File: src/rtl/i2c_pkg.sv
// i2c_pkg: shared types and constants for the I2C bus sampler.
// Holds the bus-state enum and the filter and frame sizing.
package i2c_pkg;

  typedef enum logic {
    I2C_IDLE = 1'b0,
    I2C_BUSY = 1'b1
  } i2c_state_e;

  localparam int I2C_FILT_CNT_W     = 4;
  localparam int I2C_BITS_PER_FRAME = 9;

endpackage

File: src/rtl/i2c_bus_sampler_if.sv
// i2c_bus_sampler_if: raw pins in, filtered lines and events out.
// master drives the pins, slave is the sampler itself.
interface i2c_bus_sampler_if;
  logic       sda;
  logic       scl;
  logic       sda_f;
  logic       scl_f;
  logic       scl_rise;
  logic       scl_fall;
  logic       start_det;
  logic       stop_det;
  logic       bus_busy;
  logic       bit_valid;
  logic       bit_data;
  logic       byte_valid;
  logic [7:0] byte_data;
  logic       ack_valid;
  logic       ack_n;

  modport master (
    output sda, scl,
    input  sda_f, scl_f, scl_rise, scl_fall,
    input  start_det, stop_det, bus_busy,
    input  bit_valid, bit_data,
    input  byte_valid, byte_data, ack_valid, ack_n
  );

  modport slave (
    input  sda, scl,
    output sda_f, scl_f, scl_rise, scl_fall,
    output start_det, stop_det, bus_busy,
    output bit_valid, bit_data,
    output byte_valid, byte_data, ack_valid, ack_n
  );
endinterface

File: src/rtl/i2c_glitch_filter.sv
// i2c_glitch_filter: 2-flop synchroniser plus stable-count filter.
// The output follows the pin only after FILT_LEN stable cycles.
module i2c_glitch_filter
  import i2c_pkg::*;
#(
  parameter int FILT_LEN = 4
) (
  input  logic clk,
  input  logic reset,
  input  logic pin_i,
  output logic f_o
);
  localparam int W = I2C_FILT_CNT_W;
  localparam logic [W-1:0] LAST = W'(FILT_LEN - 1);

  logic         s1_q, s2_q;
  logic         f_q, f_d;
  logic [W-1:0] cnt_q, cnt_d;

  always_comb begin
    f_d   = f_q;
    cnt_d = cnt_q;
    if (s2_q == f_q) begin
      cnt_d = '0;
    end else if (cnt_q == LAST) begin
      f_d   = s2_q;
      cnt_d = '0;
    end else begin
      cnt_d = cnt_q + W'(1);
    end
  end

  always_ff @(posedge clk or negedge reset) begin
    if (!reset) begin
      s1_q  <= 1'b1;
      s2_q  <= 1'b1;
      f_q   <= 1'b1;
      cnt_q <= '0;
    end else begin
      s1_q  <= pin_i;
      s2_q  <= s1_q;
      f_q   <= f_d;
      cnt_q <= cnt_d;
    end
  end

  assign f_o = f_q;
endmodule

File: src/rtl/i2c_bus_sampler.sv
// i2c_bus_sampler: deglitched SDA/SCL, edges, START/STOP, bit strobes.
// Byte and ACK assembly present only with I2C_SAMPLER_BYTE_EN defined.
module i2c_bus_sampler
  import i2c_pkg::*;
#(
  parameter int FILT_LEN = 4
) (
  input logic              clk,
  input logic              reset,
  i2c_bus_sampler_if.slave bus
);
  logic       sda_f, scl_f;
  logic       sda_d_q, scl_d_q;
  logic       rise_c, fall_c, start_c, stop_c, bit_c;
  logic       rise_q, fall_q, start_q, stop_q;
  logic       bitv_q, bitd_q, bitd_d;
  i2c_state_e state_q, state_d;

  i2c_glitch_filter #(.FILT_LEN(FILT_LEN)) u_sda (
    .clk  (clk),
    .reset(reset),
    .pin_i(bus.sda),
    .f_o  (sda_f)
  );

  i2c_glitch_filter #(.FILT_LEN(FILT_LEN)) u_scl (
    .clk  (clk),
    .reset(reset),
    .pin_i(bus.scl),
    .f_o  (scl_f)
  );

  // SDA edges count as START/STOP only while SCL is steadily high
  always_comb begin
    rise_c  = scl_f & ~scl_d_q;
    fall_c  = ~scl_f & scl_d_q;
    start_c = scl_f & scl_d_q & ~sda_f & sda_d_q;
    stop_c  = scl_f & scl_d_q & sda_f & ~sda_d_q;
    bit_c   = rise_c & (state_q == I2C_BUSY);
    bitd_d  = bit_c ? sda_f : bitd_q;
  end

  always_comb begin
    state_d = state_q;
    unique case (state_q)
      I2C_IDLE: if (start_c) state_d = I2C_BUSY;
      I2C_BUSY: if (stop_c) state_d = I2C_IDLE;
      default:  state_d = I2C_IDLE;
    endcase
  end

  always_ff @(posedge clk or negedge reset) begin
    if (!reset) begin
      sda_d_q <= 1'b1;
      scl_d_q <= 1'b1;
      rise_q  <= 1'b0;
      fall_q  <= 1'b0;
      start_q <= 1'b0;
      stop_q  <= 1'b0;
      bitv_q  <= 1'b0;
      bitd_q  <= 1'b0;
      state_q <= I2C_IDLE;
    end else begin
      sda_d_q <= sda_f;
      scl_d_q <= scl_f;
      rise_q  <= rise_c;
      fall_q  <= fall_c;
      start_q <= start_c;
      stop_q  <= stop_c;
      bitv_q  <= bit_c;
      bitd_q  <= bitd_d;
      state_q <= state_d;
    end
  end

  assign bus.sda_f     = sda_f;
  assign bus.scl_f     = scl_f;
  assign bus.scl_rise  = rise_q;
  assign bus.scl_fall  = fall_q;
  assign bus.start_det = start_q;
  assign bus.stop_det  = stop_q;
  assign bus.bus_busy  = (state_q == I2C_BUSY);
  assign bus.bit_valid = bitv_q;
  assign bus.bit_data  = bitd_q;

`ifdef I2C_SAMPLER_BYTE_EN
  localparam logic [3:0] LAST = 4'(I2C_BITS_PER_FRAME - 1);

  logic [3:0] bcnt_q, bcnt_d;
  logic [6:0] sr_q, sr_d;
  logic [7:0] byte_q, byte_d;
  logic       bytev_q, bytev_d;
  logic       ackv_q, ackv_d;
  logic       ackn_q, ackn_d;

  // bit index LAST is the ACK slot; the byte completes one bit earlier
  always_comb begin
    bcnt_d  = bcnt_q;
    sr_d    = sr_q;
    byte_d  = byte_q;
    bytev_d = 1'b0;
    ackv_d  = 1'b0;
    ackn_d  = ackn_q;
    if (start_c | stop_c) begin
      bcnt_d = '0;
    end else if (bit_c) begin
      if (bcnt_q == LAST) begin
        bcnt_d = '0;
        ackv_d = 1'b1;
        ackn_d = sda_f;
      end else begin
        bcnt_d = bcnt_q + 4'd1;
        sr_d   = {sr_q[5:0], sda_f};
        if (bcnt_q == LAST - 4'd1) begin
          bytev_d = 1'b1;
          byte_d  = {sr_q, sda_f};
        end
      end
    end
  end

  always_ff @(posedge clk or negedge reset) begin
    if (!reset) begin
      bcnt_q  <= '0;
      sr_q    <= '0;
      byte_q  <= '0;
      bytev_q <= 1'b0;
      ackv_q  <= 1'b0;
      ackn_q  <= 1'b0;
    end else begin
      bcnt_q  <= bcnt_d;
      sr_q    <= sr_d;
      byte_q  <= byte_d;
      bytev_q <= bytev_d;
      ackv_q  <= ackv_d;
      ackn_q  <= ackn_d;
    end
  end

  assign bus.byte_valid = bytev_q;
  assign bus.byte_data  = byte_q;
  assign bus.ack_valid  = ackv_q;
  assign bus.ack_n      = ackn_q;
`else
  assign bus.byte_valid = 1'b0;
  assign bus.byte_data  = 8'h00;
  assign bus.ack_valid  = 1'b0;
  assign bus.ack_n      = 1'b0;
`endif
endmodule

File: src/flat_wrapper.sv
// flat-port wrapper written by rule: the top's interface ports become plain ports
module i2c_bus_sampler_flat import i2c_pkg::*;
#(
  parameter int FILT_LEN = 4
)
  (clk, reset, bus_sda, bus_scl, bus_sda_f, bus_scl_f, bus_scl_rise, bus_scl_fall, bus_start_det, bus_stop_det, bus_bus_busy, bus_bit_valid, bus_bit_data, bus_byte_valid, bus_byte_data, bus_ack_valid, bus_ack_n);
  i2c_bus_sampler_if bus_i ();
  input logic clk;
  input logic reset;
  input wire logic [$bits(bus_i.sda)-1:0] bus_sda;
  input wire logic [$bits(bus_i.scl)-1:0] bus_scl;
  output wire logic [$bits(bus_i.sda_f)-1:0] bus_sda_f;
  output wire logic [$bits(bus_i.scl_f)-1:0] bus_scl_f;
  output wire logic [$bits(bus_i.scl_rise)-1:0] bus_scl_rise;
  output wire logic [$bits(bus_i.scl_fall)-1:0] bus_scl_fall;
  output wire logic [$bits(bus_i.start_det)-1:0] bus_start_det;
  output wire logic [$bits(bus_i.stop_det)-1:0] bus_stop_det;
  output wire logic [$bits(bus_i.bus_busy)-1:0] bus_bus_busy;
  output wire logic [$bits(bus_i.bit_valid)-1:0] bus_bit_valid;
  output wire logic [$bits(bus_i.bit_data)-1:0] bus_bit_data;
  output wire logic [$bits(bus_i.byte_valid)-1:0] bus_byte_valid;
  output wire logic [$bits(bus_i.byte_data)-1:0] bus_byte_data;
  output wire logic [$bits(bus_i.ack_valid)-1:0] bus_ack_valid;
  output wire logic [$bits(bus_i.ack_n)-1:0] bus_ack_n;
  assign bus_i.sda = bus_sda;
  assign bus_i.scl = bus_scl;
  assign bus_sda_f = bus_i.sda_f;
  assign bus_scl_f = bus_i.scl_f;
  assign bus_scl_rise = bus_i.scl_rise;
  assign bus_scl_fall = bus_i.scl_fall;
  assign bus_start_det = bus_i.start_det;
  assign bus_stop_det = bus_i.stop_det;
  assign bus_bus_busy = bus_i.bus_busy;
  assign bus_bit_valid = bus_i.bit_valid;
  assign bus_bit_data = bus_i.bit_data;
  assign bus_byte_valid = bus_i.byte_valid;
  assign bus_byte_data = bus_i.byte_data;
  assign bus_ack_valid = bus_i.ack_valid;
  assign bus_ack_n = bus_i.ack_n;
  i2c_bus_sampler #(.FILT_LEN(FILT_LEN)) u_core (.clk(clk), .reset(reset), .bus(bus_i));
endmodule
File: config.mk
export PLATFORM = sky130hd
export DESIGN_NAME = i2c_bus_sampler_flat
export DESIGN_NICKNAME = d
export VERILOG_FILES = /design/src/rtl/i2c_pkg.sv /design/src/rtl/i2c_bus_sampler_if.sv /design/src/rtl/i2c_glitch_filter.sv /design/src/rtl/i2c_bus_sampler.sv /design/src/flat_wrapper.sv
export SDC_FILE = /design/constraint.sdc
export NUM_CORES = 1
export LEC_CHECK = 0
export BUFFER_PORTS_ARGS = -buffer_cell sky130_fd_sc_hd__buf_2
export CORE_ASPECT_RATIO = 1.25
export CORE_MARGIN = 2
export CORE_UTILIZATION = 50
export CTS_CLUSTER_SIZE = 16
export DETAILED_ROUTE_END_ITERATION = 10
export PLACE_DENSITY = 0.86
export SETUP_SLACK_MARGIN = 0.4
export SLEW_MARGIN = 20
export SYNTH_ARGS = -nofsm -noshare
export SYNTH_HDL_FRONTEND = slang
export SYNTH_HIERARCHICAL = 1
export SYNTH_SLANG_ARGS = --single-unit
File: constraint.sdc
create_clock -name clk -period 3.1 [get_ports clk]
set_clock_uncertainty 0.15 [all_clocks]
set_input_delay 0.62 -clock clk [delete_from_list [all_inputs] [get_ports clk]]
set_output_delay 0.62 -clock clk [all_outputs]
set_load 0.05 [all_outputs]
* Yosys cells after proc, flatten, opt, wreduce, memory -nomap -nowiden
Cells that the tools add are included.
** Word-level totals
- Word-level logic and storage cells :: 47
- Bits of input ports :: 4
- Bits in registers :: 23
** Operators by class
- Add/sub/neg operators :: 2
- Bitwise logic cells :: 15
- Reductions and logical operators :: 2
- Equality and inequality tests :: 4
- Muxes and demuxes :: 7
** Operators with widths (count)
- $mux 4 :: 4
- $add 4x1->4 const B :: 2
- $and 1x1->1 :: 8
- $eq 4x2->1 const B :: 2
- $not 1->1 :: 7
- $reduce_and 2->1 :: 2
- $eq 1x1->1 :: 2
- $mux 1 :: 2
- $pmux 1 s2 :: 1

* Longest topological paths before layout
Gate-level depths: netlist of run 1.
- Depth in word-level cells :: 5
- Mapped depth :: 3
- Mapped depth without buffers :: 3

* By module
The synthesis of run 1 kept the hierarchy.
** Modules (own cells, without submodules)
- i2c_bus_sampler :: sequential area each 227.7 sq um, cells each 32, area an instance 395.4 sq um, instances 1
- i2c_glitch_filter at u_core.u_scl :: sequential area each 178.9 sq um, cells each 20, area an instance 307.8 sq um, instances 1
- i2c_glitch_filter at u_core.u_sda :: sequential area each 178.9 sq um, cells each 20, area an instance 291.5 sq um, instances 1

* Worst setup path after synthesis of run 1
No wires, ideal clock.
- Path type :: register to register
- Start :: register u_core.u_scl.f_q (netlist: u_core/u_scl/f_o)
- End :: register u_core.bitd_q (netlist: u_core/bus.bit_data)
- Path buffers :: 0
- Data required time :: 2825 ps
- Stages on the path, launching flop included :: 4
- Data arrival time :: 1408 ps
- Slack :: 1417 ps
- Path through :: dfstp_2 nor2b_4 and2_4 mux2_4
** On the way
- Word-level cells in the longest chain between the ends :: 2
** Ends and longest elaborated chain
- start: declaration :: RTL line i2c_glitch_filter.sv:17 : logic f_q, f_d;
- start signal: assignment :: RTL line i2c_glitch_filter.sv:37 : f_q <= 1'b1;
- start signal: assignment :: RTL line i2c_glitch_filter.sv:42 : f_q <= f_d;
- $and 1x1->1 :: RTL line i2c_bus_sampler.sv:35 : rise_c = scl_f & ~scl_d_q;
- via u_core.rise_c :: RTL line i2c_bus_sampler.sv:14 : logic rise_c, fall_c, start_c, stop_c, bit_c;
- $and 1x1->1 :: RTL line i2c_bus_sampler.sv:39 : bit_c = rise_c & (state_q == I2C_BUSY);
- via u_core.bit_c :: RTL line i2c_bus_sampler.sv:14
- end signal: assignment :: RTL line i2c_bus_sampler.sv:71 : bitd_q <= bitd_d;
- end: declaration :: RTL line i2c_bus_sampler.sv:16 : logic bitv_q, bitd_q, bitd_d;
The timed path passes the listed nets, and every way through them passes these cells.
A chain may end at the register's enable or synchronous reset.

* Worst setup path after layout of run 1
- Start :: register u_core.u_scl.f_q (netlist: u_core/u_scl/f_o)
- End :: output bus_scl_f
** RTL lines
- end: declaration :: RTL line flat_wrapper.sv:13 : output wire logic [$bits(bus_i.scl_f)-1:0] bus_scl_f;
No word-level cell between the ends.

==> flow_summary_export.csv, run 1 <==
group,metric,value,unit
finish,nFillCells,167,
global_route,grt_overflow,0,
sta,final_hold_viol_count,0,
clocking,cts_made_buffers,3,
global_route,grt_max_degree,24,
die,die_w,43.9,um
detailed_routing,first_pass_iters,1,
finish,nNetsFinal,94,
synthesis,yosys_register_bits,23,
die,dieArea,2360,um2
critical_path,cp.required,2.33,ns
die,fp.dieH,53.9,um
critical_path,critPathCaptureType,"output pin",
critical_path,slowest_stage,"dfstp_2",
power_and_ir_drop,power_per_cell_area,968,nW/um2
finish,diodes,0,
clocking,cts_resized,0,
critical_path,path_max_fanout,11,
critical_path,crit_path_start_kind,"flip-flop",
synthesis,synth-async-reset-ratio,1.00,
detailed_routing,drc_errors,0,
global_route,antenna_found_initial,0,
power_and_ir_drop,p_leak,0.501,nW
power_and_ir_drop,ir_worst_vdd,0.454,mV
die,initial_core_util,0.514,
die,core-area,1940,um2
global_route,track_usage,0.144,
synthesis,syn_area,995,um2
synthesis,syn_inst,72,
synthesis,yosysWarnings,6,
clocking,post_cts_buffers,0,
synthesis,seq_area_frac_synth,0.589,
critical_path,worstPathBufferInverterCount,1,
clocking,cts.sinks,23,
critical_path,crit_family,"flip-flops",
sta,min_period,2.05,ns
sta,max_freq,487,MHz
clocking,htreeDepth,1,
die,core.rowCount,18,
critical_path,worstSetupPathType,"flip-flop to output pin",
detailed_routing,first_iter_violations,0,
clocking,cts_tree,"yes",
clocking,holdBufCountCts,0,
clocking,cts-root-buf,"clkbuf_4",
finish,final_common_cell,"dfrtp_1",
clocking,cts_buffer_depth,2,
global_route,grt_pass1_wl,2.42,mm
detailed_routing,avgRoutedWirePerCell,12.8,um
synthesis,synth_edf_count,0,
power_and_ir_drop,total_power,1.03,mW
finish,drive_above_1_share,0.414,
finish,final_cells,107,
clocking,path_clk_slew,0.12,ns
synthesis,synth_cell_types,27,
job,drv_cap,0,
placement,port_buffers,12,
detailed_routing,num_vias,548,
placement,place_congestion,0.723,
detailed_routing,ant_nets,0,
status,outcome,"finished, final reports clean",
synthesis,synth-main-ff-cell,"dfrtp_1",
placement,dp_cells,103,
critical_path,arrival,1.28,ns
sta,finalSetupViolCount,0,
detailed_routing,via_per_inst,5.12,
synthesis,syn-mean-instance-area,13.8,um2
sta,fin_crit_sh,0.662,
critical_path,path_cells,"buf_2",
clocking,insertion_delay,0.31,ns
finish,syn2layout_area_growth,6.79,%
min_path,hold_class,"primary input to asynchronous set/reset pin",
sta,hold-worst-slack,0.0980,ns
sta,tns,0,ns
die,ioPinCount,24,
sta,slew_violations,0,
critical_path,slowest_delay,0.67,ns
detailed_routing,wl,1.37,mm
global_route,grt_pass1_vias,539,
sta,rsz0062_at_grt,"no",
finish,final_cell_mix,"15 x dfrtp_1, 12 x buf_2, 11 x conb_1",
stage by stage:
step	cell area (um2)	utilization	worst slack (ns)
after global placement	1030	0.534	1.41
after floorplan	1030	-	1.42
after CTS	1060	0.548	1.04
after detailed placement	1030	0.534	1.39
after global routing	1060	0.548	1.00
final	1060	0.548	1.05
final timing paths:
check / slack, ns / depth (start not counted) / endpoint / from
setup / recovery: 1.05 / 1 / bus_scl_f / u_core/u_scl/f_o$_DFFE_PN1P_
hold / removal: 0.1 / 1 / u_core/bus.bit_data$_DFFE_PN0P_ / reset
setup reg to reg: 1.54 / 3 / u_core/bus.bit_data$_DFFE_PN0P_ / u_core/u_scl/f_o$_DFFE_PN1P_
hold reg to reg: 0.22 / 0 / u_core/u_sda/s2_q$_DFF_PN1_ / u_core/u_sda/s1_q$_DFF_PN1_
max in group asynchronous: 2.36 / 1 / u_core/u_scl/s1_q$_DFF_PN1_ / reset
min in group clk: 0.22 / 0 / u_core/u_sda/s2_q$_DFF_PN1_ / u_core/u_sda/s1_q$_DFF_PN1_
metal layers:
metal  part of all wire  wire length [um]  vias to the layer above  global-route usage
met1               0.40               551                      264               0.167
met4              0.028                38                        0               0.106
li1                   -                 -                      259                   -
met3              0.050                69                        4              0.0101
met5                  0                 0                        -                   0
met2               0.52               709                       21               0.248
power by group:
| group | internal (mW) | switching [mW] | total, mW | leakage, nW |
|---|---|---|---|---|
| Sequential | 0.405 | 0.0914 | 0.496 | 0.286 |
| Combinational | 0.119 | 0.279 | 0.398 | 0.198 |
| Clock | 0.0482 | 0.0854 | 0.134 | 0.0177 |
| Total | 0.572 | 0.456 | 1.03 | 0.501 |
synthesized netlist by cell type, types with 2 or more instances:
cell type   n  area share
o22ai_1     2       0.013
dfrtp_1    15        0.38
a21oi_1     4       0.020
buf_4      11       0.083
ha_1        2       0.025
nand3b_1    2       0.015
nor2b_1     3       0.019
nand2b_1    2       0.013
nor3b_2     2       0.025
and4_4      2       0.023
nor3_1      2       0.010
dfstp_2     8        0.21
nor2_1      2      0.0075
xnor2_1     2       0.018
state kept, by name, indices dropped and copies added, names as in the netlist:
signal,count
u_core/u_scl/cnt_q,4
u_core/u_sda/cnt_q,4
u_core/bus.bit_data,1
u_core/bus.bit_valid,1
u_core/bus.bus_busy,1
u_core/bus.scl_fall,1
u_core/bus.scl_rise,1
u_core/bus.start_det,1
u_core/bus.stop_det,1
u_core/scl_d_q,1
u_core/sda_d_q,1
u_core/u_scl/f_o,1
u_core/u_scl/s1_q,1
u_core/u_scl/s2_q,1
u_core/u_sda/f_o,1
u_core/u_sda/s1_q,1
u_core/u_sda/s2_q,1
area by class of cell:
cell class                      count  area, um2  area share
Timing Repair Buffer               12       60.1      0.0565
Sequential cell                    23        586       0.551
Tap cell                           20       25.0      0.0236
Clock inverter                      1       5.00     0.00471
Inverter                            1       3.75     0.00353
Multi-Input combinational cell     47        360       0.339
Clock buffer                        3       22.5      0.0212
cell families after synthesis:
family | count (synthesis) | synth area share
flip-flops | 23 | 0.589
AND/OR/NAND/NOR | 19 | 0.150
XOR/XNOR | 2 | 0.0176
other | 1 | 0.00377
multiplexers | 3 | 0.0377
buffers and inverters | 12 | 0.0868
AO/OA/AOI/OAI | 10 | 0.0906
adder cells (fa/ha/maj) | 2 | 0.0252
(Power assumes the default switching activity.)
==> inputs of run 2 (changes only) <==
--- a/config.mk
+++ b/config.mk
@@ -8,10 +8,10 @@
 export BUFFER_PORTS_ARGS = -buffer_cell sky130_fd_sc_hd__buf_2
 export CORE_ASPECT_RATIO = 1.25
 export CORE_MARGIN = 2
-export CORE_UTILIZATION = 50
+export CORE_UTILIZATION = 46
 export CTS_CLUSTER_SIZE = 16
 export DETAILED_ROUTE_END_ITERATION = 10
-export PLACE_DENSITY = 0.86
+export PLACE_DENSITY = 0.84
 export SETUP_SLACK_MARGIN = 0.4
 export SLEW_MARGIN = 20
 export SYNTH_ARGS = -nofsm -noshare
==> constraint.sdc (replaced) <==
create_clock -name clk -period 1.65 [get_ports clk]
set_clock_uncertainty 0.15 [all_clocks]
set_input_delay 0.33 -clock clk [delete_from_list [all_inputs] [get_ports clk]]
set_output_delay 0.33 -clock clk [all_outputs]
set_load 0.05 [all_outputs]
==> flow_summary_export.csv, run 2 (same netlist as run 1, synthesis figures left out) <==
group,metric,value,unit
critical_path,crit_start,"u_core/u_scl/f_o$_DFFE_PN1P_",
die,initial_core_util,0.496,
placement,place_congestion,0.724,
placement,port_buffers,12,
sta,min_period,1.63,ns
detailed_routing,avgRoutedWirePerCell,15.7,um
detailed_routing,routed-wl-met3,88,um
global_route,grt_overflow,0,
die,ioPinCount,24,
critical_path,r2r_end,"u_core/bus.bit_data$_DFFE_PN0P_",
detailed_routing,wl_met1,807,um
sta,tns,0,ns
detailed_routing,wl_met2,1.09,mm
critical_path,r2r_setup_slack,0.02,ns
critical_path,reg2reg_from,"u_core/u_scl/f_o$_DFFE_PN1P_",
critical_path,arrival,1.69,ns
clocking,htreeDepth,1,
sta,fin_crit_sh,0.988,
critical_path,crit_path_end,"u_core/bus.bit_data$_DFFE_PN0P_",
finish,drive_above_1_share,0.645,
clocking,path_clk_slew,0.13,ns
die,fp.dieH,56.0,um
sta,rsz0062_at_grt,"yes",
placement,place_area,1070,um2
detailed_routing,first_iter_violations,3,
clocking,cts_made_buffers,3,
global_route,track_usage,0.165,
critical_path,rr_worst_depth,4,
critical_path,worstSetupPathType,"flip-flop to flip-flop",
finish,final_common_cell,"dfrtp_1",
detailed_routing,ant_nets,0,
clocking,cts.sinks,23,
clocking,insertion_delay,0.32,ns
critical_path,path_max_fanout,4,
critical_path,cp.required,1.71,ns
min_path,hold_class,"flip-flop to flip-flop",
global_route,antenna_found_initial,0,
finish,largestRegisters,"u_core/u_scl/cnt_q x4, u_core/u_sda/cnt_q x4",
clocking,cts_buffer_depth,2,
finish,final_cell_mix,"15 x dfrtp_1, 13 x buf_6, 12 x buf_4",
power_and_ir_drop,p_leak,0.661,nW
sta,final_hold_viol_count,0,
detailed_routing,highest_layer,"met4",
finish,nNetsFinal,117,
global_route,grt_pass1_vias,651,
detailed_routing,drc_errors,0,
min_path,hold_start,"u_core/u_sda/s1_q$_DFF_PN1_",
sta,max_freq,614,MHz
power_and_ir_drop,ir_worst_vdd,0.943,mV
placement,dp_slack,0.116,ns
sta,finalSetupViolCount,0,
detailed_routing,first_pass_iters,4,
status,outcome,"finished, final reports clean",
finish,stdcell_area,1500,um2
finish,diodes,0,
job,drv_cap,0,
die,die_w,45.6,um
critical_path,crit_path_start_kind,"flip-flop",
detailed_routing,via_per_inst,5.12,
die,dieArea,2550,um2
clocking,cts_tree,"yes",
power_and_ir_drop,power_per_cell_area,1900,nW/um2
die,core-area,2000,um2
detailed_routing,wl,2.04,mm
global_route,grt_pass1_wl,2.95,mm
detailed_routing,num_vias,666,
finish,syn2layout_area_growth,51.2,%
sta,hold-worst-slack,0.214,ns
sta,slew_violations,0,
global_route,grt_max_degree,24,
critical_path,critPathCaptureType,"flip-flop",
placement,hpwl,934,um
sta,worst_slack,0.0202,ns
die,core.rowCount,18,
clocking,cts-root-buf,"clkbuf_4",
-- run 2: power by group --
group	internal [mW]	leakage, nW	switching (mW)	total, mW
clock	0.0908	0.0177	0.172	0.263
combinational	0.818	0.357	0.831	1.65
sequential	0.778	0.287	0.161	0.939
total	1.69	0.661	1.16	2.85
-- run 2: how the worst min path moves through the flow --
| stage | cells after the start | slack, ns | endpoint |
|---|---|---|---|
| final | 0 | 0.21 | u_core/u_sda/s2_q$_DFF_PN1_ |
| after global routing | 0 | 0.22 | u_core/u_sda/s2_q$_DFF_PN1_ |
| after CTS | 0 | 0.22 | u_core/u_sda/s2_q$_DFF_PN1_ |
| after detailed placement | 1 | 0.17 | u_core/bus.bit_valid$_DFF_PN0_ |
| after global placement | 1 | 0.16 | u_core/u_sda/cnt_q[3]$_DFF_PN0_ |
| after floorplan | 0 | -0.12 | u_core/bus.bit_data$_DFFE_PN0P_ |
-- run 2: per-stage QoR --
| stage | instances | power (mW) | util |
|---|---|---|---|
| global route | 130 | 2.98 | 0.750 |
| finish | 130 | 2.85 | 0.750 |
| global placement | 103 | 1.72 | 0.533 |
| floorplan | 82 | 1.60 | - |
| detailed placement | 103 | 1.75 | 0.533 |
| CTS | 123 | 2.43 | 0.662 |
-- run 2: timing repair --
item / 4_1_cts / 5_1_grt
endpoints found under the setup margin: 16 / 23
endpoints found under the hold margin: 17 / 0
pin swaps: 4 / 4
setup buffers: 13 / 7
gates resized for setup: 28 / 24
hold buffers: 3 / 0
-- run 2: layer usage --
| metal | vias to the layer above | track usage |
|---|---|---|
| met5 | - | 0 |
| met1 | 326 | 0.176 |
| met2 | 28 | 0.282 |
| met4 | 0 | 0.113 |
| li1 | 307 | - |
| met3 | 5 | 0.0195 |
-- run 2: worst max-delay path: stages, from the launching register on --
cell     delay [ns]
dfstp_4        0.67
buf_6          0.11
nor2b_4        0.14
and2_4         0.16
mux2_4         0.29
-- run 2: layout make-up --
cell class | instances | area [um2]
Sequential cell | 23 | 593
Multi-Input combinational cell | 47 | 505
Fill cell | 109 | 500
Timing Repair Buffer | 35 | 347
Tap cell | 20 | 25.0
Clock buffer | 3 | 22.5
Inverter | 1 | 6.26
Clock inverter | 1 | 5.00
==> inputs of run 3 (changes only) <==
--- a/config.mk
+++ b/config.mk
@@ -6,9 +6,11 @@
 export NUM_CORES = 1
 export LEC_CHECK = 0
 export BUFFER_PORTS_ARGS = -buffer_cell sky130_fd_sc_hd__buf_2
+export CELL_PAD_IN_SITES_DETAIL_PLACEMENT = 1
+export CELL_PAD_IN_SITES_GLOBAL_PLACEMENT = 1
 export CORE_ASPECT_RATIO = 1.25
 export CORE_MARGIN = 2
-export CORE_UTILIZATION = 46
+export CORE_UTILIZATION = 37
 export CTS_CLUSTER_SIZE = 16
 export DETAILED_ROUTE_END_ITERATION = 10
 export PLACE_DENSITY = 0.84
==> flow_summary_export.csv, run 3 (same netlist as run 1, synthesis figures left out) <==
group,metric,value,unit
status,outcome,"finished, final reports clean",
global_route,use_met3,0.0144,
die,dieArea,3120,um2
detailed_routing,first_iter_violations,5,
finish,diodes,0,
sta,max_freq,620,MHz
finish,final_cell_mix,"15 x dfrtp_1, 11 x conb_1, 10 x buf_6",
sta,min_period,1.61,ns
sta,hold-worst-slack,0.209,ns
critical_path,rr_worst_depth,6,
clocking,path_clk_slew,0.13,ns
clocking,cts-root-buf,"clkbuf_4",
detailed_routing,via_per_inst,4.60,
die,core.rowCount,21,
critical_path,path_max_fanout,4,
detailed_routing,first_pass_iters,3,
critical_path,cp.depth,1,
placement,hpwl,1.23,mm
sta,slew_violations,0,
finish,syn2layout_area_growth,44.4,%
critical_path,path_cells,"buf_8",
die,ioPinCount,24,
sta,tightestPinTransition,0.517,ns
finish,drive_above_1_share,0.596,
power_and_ir_drop,ir_worst_vdd,1.08,mV
placement,dp_cells,117,
detailed_routing,ant_nets,0,
die,core-area,2630,um2
global_route,grt_util_met2,0.284,
critical_path,crit_path_start_kind,"flip-flop",
placement,place_congestion,0.689,
critical_path,crit_family,"flip-flops",
finish,final_cells,138,
finish,final_common_cell,"dfrtp_1",
finish,fin_util,0.547,
detailed_routing,wl,2.49,mm
placement,place_area,1090,um2
global_route,grt_pass1_vias,669,
finish,stdcell_area,1440,um2
sta,slew_headroom,0.655,
die,fp.dieH,62.0,um
critical_path,critPathCaptureType,"output pin",
global_route,antenna_found_initial,0,
die,initial_core_util,0.379,
global_route,top_usage_layer,"met2",
sta,rsz0062_at_grt,"yes",
power_and_ir_drop,power_per_cell_area,1900,nW/um2
global_route,track_usage,0.157,
clocking,insertion_delay,0.32,ns
global_route,grt_pass1_wl,3.38,mm
clocking,cts_tree,"yes",
critical_path,slowest_delay,0.67,ns
critical_path,worstPathBufferInverterCount,1,
sta,finalSetupViolCount,0,
clocking,cts_made_buffers,3,
power_and_ir_drop,p_leak,0.630,nW
job,drv_cap,0,
critical_path,arrival,1.13,ns
min_path,hold_depth,0,
clocking,cts.sinks,23,
min_path,hold_class,"flip-flop to flip-flop",
detailed_routing,drc_errors,0,
sta,tns,0,ns
sta,fin_crit_sh,0.977,
sta,final_hold_viol_count,0,
detailed_routing,avgRoutedWirePerCell,18.0,um
placement,port_buffers,12,
critical_path,cp.required,1.17,ns
clocking,htreeDepth,1,
critical_path,slowest_stage,"dfstp_4",
global_route,grt_overflow,0,
detailed_routing,num_vias,635,
finish,nNetsFinal,111,
finish,largestRegisters,"u_core/u_scl/cnt_q x4, u_core/u_sda/cnt_q x4",
global_route,grt_max_degree,24,
critical_path,worstSetupPathType,"flip-flop to output pin",
global_route,grt_use_met1,0.170,
die,die_w,50.4,um
clocking,cts_buffer_depth,2,
run 3: cell types whose count changed in the layout (fill, tap and decap cells not counted), moves of 2 or more:
| cell | previous run | this run |
|---|---|---|
| a21oi_2 | 4 | 2 |
| a21oi_1 | 1 | 3 |
| buf_6 | 13 | 10 |
| buf_4 | 12 | 9 |
run 3: layout make-up:
type / instances / area [um2]
Fill cell: 262 / 1190
Sequential cell: 23 / 593
Multi-Input combinational cell: 47 / 469
Timing Repair Buffer: 29 / 295
Tap cell: 34 / 42.5
Clock buffer: 3 / 22.5
Inverter: 1 / 8.76
Clock inverter: 1 / 5.00
run 3: final timing paths:
kind,start,slack (ns),endpoint
hold / removal,u_core/u_sda/s1_q$_DFF_PN1_,0.21,u_core/u_sda/s2_q$_DFF_PN1_
setup reg to reg,u_core/u_sda/f_o$_DFFE_PN1P_,0.12,u_core/u_sda/cnt_q[1]$_DFF_PN0_
setup / recovery,u_core/u_scl/f_o$_DFFE_PN1P_,0.04,bus_scl_f
min in group asynchronous,reset,0.37,u_core/bus.bus_busy$_DFF_PN0_
hold reg to reg,u_core/u_sda/s1_q$_DFF_PN1_,0.21,u_core/u_sda/s2_q$_DFF_PN1_
max in group asynchronous,reset,0.61,u_core/u_sda/s1_q$_DFF_PN1_
run 3: repair_timing:
action | in CTS | in global routing
setup buffers | 13 | 1
setup endpoints to repair | 18 | 23
pin swaps | 5 | 5
gates resized for setup | 30 | 12
endpoints found under the hold margin | 17 | 0
hold buffers | 3 | 0
run 3: power by group:
part	internal (mW)	switching [mW]	total, mW
sequential	0.778	0.174	0.953
combinational	0.717	0.795	1.51
clock	0.0907	0.171	0.262
total	1.59	1.14	2.73
run 3: through the flow:
stage | worst slack [ns] | total power, mW
global placement | 0.135 | 1.73
finish | 0.0376 | 2.73
floorplan | 0.0384 | 1.60
CTS | 0.0349 | 2.53
global route | 0.00858 | 2.87
detailed placement | 0.105 | 1.77
run 3: per-layer routing:
metal	vias to the layer above	share of wire
met1	319	0.34
met2	20	0.59
met4	0	0.031
met3	4	0.036
met5	-	0
li1	292	-
